--- config.mk ---
export PLATFORM = sky130hd
export DESIGN_NAME = hqm_system_mem_pg_ctl
export DESIGN_NICKNAME = d
export VERILOG_FILES = /design/src/rtl/hqm_mem_pg_pkg.sv /design/src/rtl/hqm_mem_pg_ack_sync.sv /design/src/rtl/hqm_system_mem_pg_ctl.sv
export SDC_FILE = /design/constraint.sdc
export NUM_CORES = 1
export LEC_CHECK = 0
export CAP_MARGIN = 20
export CORE_UTILIZATION = 35
export DETAILED_ROUTE_END_ITERATION = 10
export GPL_ROUTABILITY_DRIVEN = 0
export SLEW_MARGIN = 20
export SYNTH_ARGS = -nofsm -noshare
export SYNTH_HDL_FRONTEND = slang
export SYNTH_SLANG_ARGS = --single-unit
export TNS_END_PERCENT = 20
--- constraint.sdc ---
create_clock -name clk -period 5.9 [get_ports clk]
set_clock_uncertainty 0.2 [all_clocks]
set_input_delay 0.59 -clock clk [delete_from_list [all_inputs] [get_ports clk]]
set_output_delay 0.59 -clock clk [all_outputs]
set_load 0.05 [all_outputs]
--- src/rtl/hqm_mem_pg_pkg.sv ---
// Shared types and timing defaults for the HQM system RF power-gate controller.
package hqm_mem_pg_pkg;

  typedef enum logic [2:0] {
    OFF     = 3'd0,
    PWR_UP  = 3'd1,
    ISO_REL = 3'd2,
    INIT    = 3'd3,
    ON      = 3'd4,
    ISO_SET = 3'd5,
    PWR_DN  = 3'd6
  } hqm_mem_pg_state_t;

  localparam int HQM_MEM_PG_ISO_DLY = 4;
  localparam int HQM_MEM_PG_ACK_TMO = 255;

endpackage

--- src/rtl/hqm_mem_pg_ack_sync.sv ---
// 2-flop synchroniser for the asynchronous power-enable chain acknowledge.
// Latency 2 cycles; no backpressure, samples every cycle.
module hqm_mem_pg_ack_sync #(
  parameter logic RST_VAL = 1'b1
) (
  input  logic clk,
  input  logic rst_n,
  input  logic i_d,
  output logic o_q
);

  logic r_s1;
  logic r_s2;

  always_ff @(posedge clk or negedge rst_n) begin
    if (!rst_n) begin
      r_s1 <= RST_VAL;
      r_s2 <= RST_VAL;
    end else begin
      r_s1 <= i_d;
      r_s2 <= r_s1;
    end
  end

  assign o_q = r_s2;

endmodule

--- src/rtl/hqm_system_mem_pg_ctl.sv ---
// Power-gate sequencer and client front-end for one power-gated HQM system RF.
// Reads: cl_re in N -> mem_re N+1 -> cl_rvalid N+2; accesses while not ready are dropped. Macro HQM_MEM_PG_INIT_EN adds zero-init.
module hqm_system_mem_pg_ctl
  import hqm_mem_pg_pkg::*;
#(
  parameter int DEPTH   = 64,
  parameter int DWIDTH  = 6,
  parameter int AWIDTH  = 6,
  parameter int ISO_DLY = HQM_MEM_PG_ISO_DLY,
  parameter int ACK_TMO = HQM_MEM_PG_ACK_TMO
) (
  input  logic              clk,
  input  logic              rst_n,
  input  logic              pg_req_off,
  input  logic              cl_we,
  input  logic              cl_re,
  input  logic [AWIDTH-1:0] cl_waddr,
  input  logic [AWIDTH-1:0] cl_raddr,
  input  logic [DWIDTH-1:0] cl_wdata,
  output logic [DWIDTH-1:0] cl_rdata,
  output logic              cl_rvalid,
  output logic              mem_rdy,
  output logic              drop_err,
  output logic              tmo_err,
  output logic              mem_we,
  output logic              mem_re,
  output logic [AWIDTH-1:0] mem_waddr,
  output logic [AWIDTH-1:0] mem_raddr,
  output logic [DWIDTH-1:0] mem_wdata,
  input  logic [DWIDTH-1:0] mem_rdata,
  output logic              pgcb_isol_en,
  output logic              pwr_enable_b,
  input  logic              pwr_enable_b_ack
);

  localparam logic [7:0]      L_ISO_LAST = 8'(ISO_DLY - 1);
  localparam logic [7:0]      L_ACK_TMO  = 8'(ACK_TMO);
  localparam logic [AWIDTH:0] L_DEPTH    = (AWIDTH + 1)'(DEPTH);

  hqm_mem_pg_state_t r_state;
  logic [7:0]        r_cnt;
  logic [AWIDTH:0]   r_init_cnt;
  logic              r_rvalid;
  logic [DWIDTH-1:0] r_rdata_last;
  logic              r_mem_rdy, r_drop_err, r_tmo_err;
  logic              r_pgcb_isol_en, r_pwr_enable_b;
  logic              r_mem_we, r_mem_re;
  logic [AWIDTH-1:0] r_mem_waddr, r_mem_raddr;
  logic [DWIDTH-1:0] r_mem_wdata;

  logic              w_ack_s;
  logic              w_rd_busy;
  logic              w_ack_tmo;
  logic [AWIDTH:0]   w_init_nxt;

  hqm_mem_pg_ack_sync #(.RST_VAL(1'b1)) u_ack_sync (
    .clk   (clk),
    .rst_n (rst_n),
    .i_d   (pwr_enable_b_ack),
    .o_q   (w_ack_s)
  );

  // A read anywhere in the request/return pipe holds off isolation.
  assign w_rd_busy  = cl_re | r_mem_re | r_rvalid;
  assign w_ack_tmo  = (r_cnt == L_ACK_TMO);
  assign w_init_nxt = r_init_cnt + 1'b1;

  always_ff @(posedge clk or negedge rst_n) begin
    if (!rst_n) begin
      r_state        <= OFF;
      r_cnt          <= '0;
      r_init_cnt     <= '0;
      r_rvalid       <= 1'b0;
      r_rdata_last   <= '0;
      r_mem_rdy      <= 1'b0;
      r_drop_err     <= 1'b0;
      r_tmo_err      <= 1'b0;
      r_pgcb_isol_en <= 1'b1;
      r_pwr_enable_b <= 1'b1;
      r_mem_we       <= 1'b0;
      r_mem_re       <= 1'b0;
      r_mem_waddr    <= '0;
      r_mem_raddr    <= '0;
      r_mem_wdata    <= '0;
    end else begin
      r_mem_we   <= 1'b0;
      r_mem_re   <= 1'b0;
      r_drop_err <= (cl_we | cl_re) & ~r_mem_rdy;
      r_rvalid   <= r_mem_re;
      r_cnt      <= r_cnt + 1'b1;
      if (r_rvalid) r_rdata_last <= mem_rdata;

      case (r_state)
        OFF: begin
          if (!pg_req_off) begin
            r_state        <= PWR_UP;
            r_pwr_enable_b <= 1'b0;
            r_cnt          <= '0;
          end
        end
        PWR_UP: begin
          if (!w_ack_s || w_ack_tmo) begin
            if (w_ack_s) r_tmo_err <= 1'b1;
            r_state        <= ISO_REL;
            r_pgcb_isol_en <= 1'b0;
            r_cnt          <= '0;
          end
        end
        ISO_REL: begin
          if (r_cnt == L_ISO_LAST) begin
            r_init_cnt <= '0;
`ifdef HQM_MEM_PG_INIT_EN
            r_state    <= INIT;
`else
            r_state    <= ON;
            r_mem_rdy  <= 1'b1;
`endif
          end
        end
        INIT: begin
          r_mem_we    <= 1'b1;
          r_mem_waddr <= r_init_cnt[AWIDTH-1:0];
          r_mem_wdata <= '0;
          r_init_cnt  <= w_init_nxt;
          if (w_init_nxt == L_DEPTH) begin
            r_state   <= ON;
            r_mem_rdy <= 1'b1;
          end
        end
        ON: begin
          if (cl_we) begin
            r_mem_we    <= 1'b1;
            r_mem_waddr <= cl_waddr;
            r_mem_wdata <= cl_wdata;
          end
          if (cl_re) begin
            r_mem_re    <= 1'b1;
            r_mem_raddr <= cl_raddr;
          end
          if (pg_req_off && !w_rd_busy) begin
            r_state        <= ISO_SET;
            r_pgcb_isol_en <= 1'b1;
            r_mem_rdy      <= 1'b0;
            r_cnt          <= '0;
          end
        end
        ISO_SET: begin
          if (r_cnt == L_ISO_LAST) begin
            r_state        <= PWR_DN;
            r_pwr_enable_b <= 1'b1;
            r_cnt          <= '0;
          end
        end
        PWR_DN: begin
          if (w_ack_s || w_ack_tmo) begin
            if (!w_ack_s) r_tmo_err <= 1'b1;
            r_state <= OFF;
          end
        end
        default: r_state <= OFF;
      endcase
    end
  end

  // Return data comes straight from the RF in the valid cycle, then is held.
  assign cl_rdata     = r_rvalid ? mem_rdata : r_rdata_last;
  assign cl_rvalid    = r_rvalid;
  assign mem_rdy      = r_mem_rdy;
  assign drop_err     = r_drop_err;
  assign tmo_err      = r_tmo_err;
  assign mem_we       = r_mem_we;
  assign mem_re       = r_mem_re;
  assign mem_waddr    = r_mem_waddr;
  assign mem_raddr    = r_mem_raddr;
  assign mem_wdata    = r_mem_wdata;
  assign pgcb_isol_en = r_pgcb_isol_en;
  assign pwr_enable_b = r_pwr_enable_b;

endmodule

==> flow_metrics.py <==
metrics = {
    "placement": {
        "dpl.cell_count": 346,
        "dp_hpwl_um": 3430,
        "port_buffers": 61,
    },
    "logic_synthesis": {
        "synth.mux.area_fraction_pct": 9.07,
        "ys_ff_latch": 52,
        "ys_seq_area_share_pct": 55.0,
        "synth-edff-count": 0,
        "synth_top_cell_by_area": "dfrtp_1",
        "synthCells": 218,
        "ys_warn_count": 0,
        "synth_cell_types": 44,
        "synth_compound_area_share_pct": 13.1,
        "synth_fp_nets": 250,
        "netlist_area_um2": 2370,
        "synth_top_area_share_pct": 50.6,
        "async_flop_share_pct": 100,
        "synthAdderAreaFrac_pct": 1.05,
        "synthSimpleGateAreaFrac_pct": 16.3,
        "ys.flop_type": "dfrtp_1",
        "synth_top_family_by_area": "simple AND/OR/NAND/NOR gates",
        "synth_xor_area_share_pct": 2.58,
        "synth_area_leaders": "dfrtp_1, o21ai_0, mux2_2",
        "syn_area_per_cell_um2": 10.9,
    },
    "floorplanning": {
        "die_y_um": 84.4,
        "initial_core_util_pct": 36.7,
        "fp.coreArea_um2": 6460,
        "ioPinCount": 62,
        "die_area_um2": 7110,
        "num_rows": 29,
        "chipWidth_um": 84.4,
    },
    "worst_setup_path": {
        "critPathMaxFanout": 2,
        "worstPathArrival_ns": 2.01,
        "path_cells": "clkdlybuf4s50_1 -> mux2_2 -> clkdlybuf4s50_1",
        "crit_slowest_cell": "clkdlybuf4s50_1",
        "crit_top_cell": "clkdlybuf4s50_1",
        "cp_top_family": "buffers and inverters",
        "cp.required_ns": 5.11,
        "critPathMaxStageDelay_ns": 0.79,
        "critPathKind": "in -> out",
        "timing.critical_path.buf_inv": 2,
        "start_kind": "primary input",
        "worstSetupEndpointType": "output port",
    },
    "clocking": {
        "cts_resized": 0,
        "clock-sinks": 52,
        "cts_setup_buffers": 0,
        "holdBufCountCts": 0,
        "cts_tree": "built",
        "cts_buffers": 5,
        "clock_latency_ns": 0.30,
        "ctsLongestPathBuffers": 2,
        "root_buffer": "clkbuf_8",
        "path_clk_slew_ns": 0.08,
        "htree_levels": 2,
    },
    "final_layout": {
        "layout-drive-gt1-share_pct": 11.6,
        "n_antenna_cell": 0,
        "fin_cells": 354,
        "nFillCells": 620,
        "syn_to_final_growth_pct": 32.4,
        "final_nets": 308,
    },
    "hold_path": {
        "hold_class": "reg -> reg",
    },
    "drt": {
        "route.detailed.drc": 5,
        "vias_per_cell": 5.09,
        "dr.max_layer_used": "met4",
        "first_pass_iters": 7,
        "wl_met1_um": 2390,
        "wl_met3_um": 294,
        "wl_per_cell_um": 14.0,
        "drt_iter0_drc": 88,
        "ant_nets": 0,
        "vias": 1802,
        "drt-total-wl_um": 4950,
        "wl_met2_um": 2180,
    },
    "sta": {
        "min_period_ns": 2.80,
        "final_hold_viol_count": 0,
        "max_freq_mhz": 357,
        "period_share_pct": 47.4,
        "rsz0062_at_grt": "false",
        "setup-violations-final": 0,
        "relSlewSlack_pct": 53.4,
        "tightest_slew_ns": 0.697,
        "tns_ns": 0,
        "slew_violations": 0,
    },
    "outcome": {
        "status": "complete, but fails checks",
        "violations": "design-rule violations",
    },
    "global_route": {
        "grt_util_all_layers_pct": 15.3,
        "grt_pass1_wl_um": 8640,
        "gr-total-overflow": 0,
        "antenna_found_initial": 0,
        "grt_max_degree": 53,
        "grt_pass1_vias": 1880,
    },
    "job": {
        "max_cap_violations": 0,
    },
    "pwr": {
        "peakVddDrop_v": 0.000295,
        "power.leakage_nw": 1.33,
        "powerDensity_nw_per_um2": 554,
    },
}
worst register-to-register path: stages, from the launching register on:
cell	delay [ns]
dfrtp_1	0.43
ha_1	0.30
or4b_4	0.50
nor4_4	0.30
nor2_2	0.11
a2111oi_4	0.58
nor2_1	0.11
state kept, by name, summed over array words and instances (netlist names):
| name | flops |
|---|---|
| r_init_cnt | 7 |
| mem_we | 1 |
| r_cnt | 8 |
| tmo_err | 1 |
| mem_wdata | 6 |
| r_rdata_last | 6 |
| u_ack_sync.o_q | 1 |
| mem_rdy | 1 |
| drop_err | 1 |
| mem_raddr | 6 |
| pgcb_isol_en | 1 |
| mem_waddr | 6 |
| u_ack_sync.r_s1 | 1 |
| mem_re | 1 |
| r_state | 3 |
| cl_rvalid | 1 |
| pwr_enable_b | 1 |
final cells by class:
type	count	area (um^2)	share of cell area [%]
well taps	77	96.3	3.07
inverters	5	18.8	0.597
clock buffers	8	100	3.19
repair buffers	63	621	19.8
flip-flops and latches	52	1310	41.6
multi-input cells	149	1000	31.8
synth_stat cells (3+ instances only):
library cell / number
nand3_1: 5
clkbuf_1: 8
nor2_1: 15
xor2_1: 5
inv_1: 5
a31oi_1: 4
nand4_1: 4
o21ai_0: 27
a21oi_1: 3
nand2_1: 25
buf_2: 3
mux2_2: 12
and3_1: 4
mux2i_1: 8
dfstp_2: 4
dfrtp_1: 48
nor2b_1: 3
and4_1: 3
path summary, 6_finish.rpt:
path                                 start              to  slack [ns]  cells after the start
setup / recovery              mem_rdata[2]     cl_rdata[2]        3.10                      3
setup reg to reg                  r_cnt[0]        r_cnt[3]        3.25                      6
hold / removal             u_ack_sync.r_s1  u_ack_sync.o_q        0.16                      0
min in group asynchronous            rst_n         tmo_err        0.19                      2
hold reg to reg            u_ack_sync.r_s1  u_ack_sync.o_q        0.16                      0
max in group asynchronous            rst_n      r_state[1]        4.87                      2
stage by stage:
| step | utilization [%] | cell area (um^2) | hold WS [ns] | setup slack [ns] | power (mW) |
|---|---|---|---|---|---|
| final | 48.6 | 3140 | 0.158 | 3.10 | 1.74 |
| after CTS | 48.6 | 3140 | 0.161 | 3.10 | 1.76 |
| after detailed placement | 47.1 | 3040 | 0.147 | 2.95 | 1.54 |
| after floorplan | - | 2370 | 0.0944 | 3.47 | 1.24 |
| after global placement | 47.1 | 3040 | 0.146 | 3.01 | 1.53 |
| after global routing | 48.6 | 3140 | 0.169 | 3.05 | 1.85 |
metal layers:
metal / track usage (%) / vias up
met3: 3.24 / 4
met1: 19.3 / 852
met2: 25.1 / 59
li1: - / 887
met5: 0 / -
met4: 7.40 / 0
layout by cell type (no fill, tap or decap), types with 3 or more instances in the layout:
| cell | instances |
|---|---|
| nand3_1 | 5 |
| clkdlybuf4s50_1 | 60 |
| inv_1 | 5 |
| xor2_1 | 5 |
| mux2i_1 | 8 |
| a31oi_1 | 4 |
| a21oi_1 | 3 |
| dfstp_2 | 4 |
| clkbuf_8 | 7 |
| nand4_1 | 4 |
| and4_1 | 3 |
| and3_1 | 4 |
| nor2_1 | 15 |
| nand2_1 | 25 |
| dfrtp_1 | 48 |
| o21ai_0 | 27 |
| mux2_2 | 12 |
| nor2b_1 | 3 |
where the power goes:
group | internal (mW) | switching, mW | leakage, nW
clock | 0.107 | 0.109 | 0.0515
sequential | 0.489 | 0.114 | 0.657
combinational | 0.343 | 0.579 | 0.618
total | 0.939 | 0.801 | 1.33
cell families (layout without fill, tap and decap cells):
group / count (synthesis) / in the layout
XOR/XNOR: 7 / 7
flip-flops: 52 / 52
AND/OR/NAND/NOR: 72 / 72
adder cells (fa/ha/maj): 2 / 2
multiplexers: 20 / 20
AO/OA/AOI/OAI: 48 / 48
buffers and inverters: 17 / 76
Note: power is estimated with default switching activity, not from simulation.
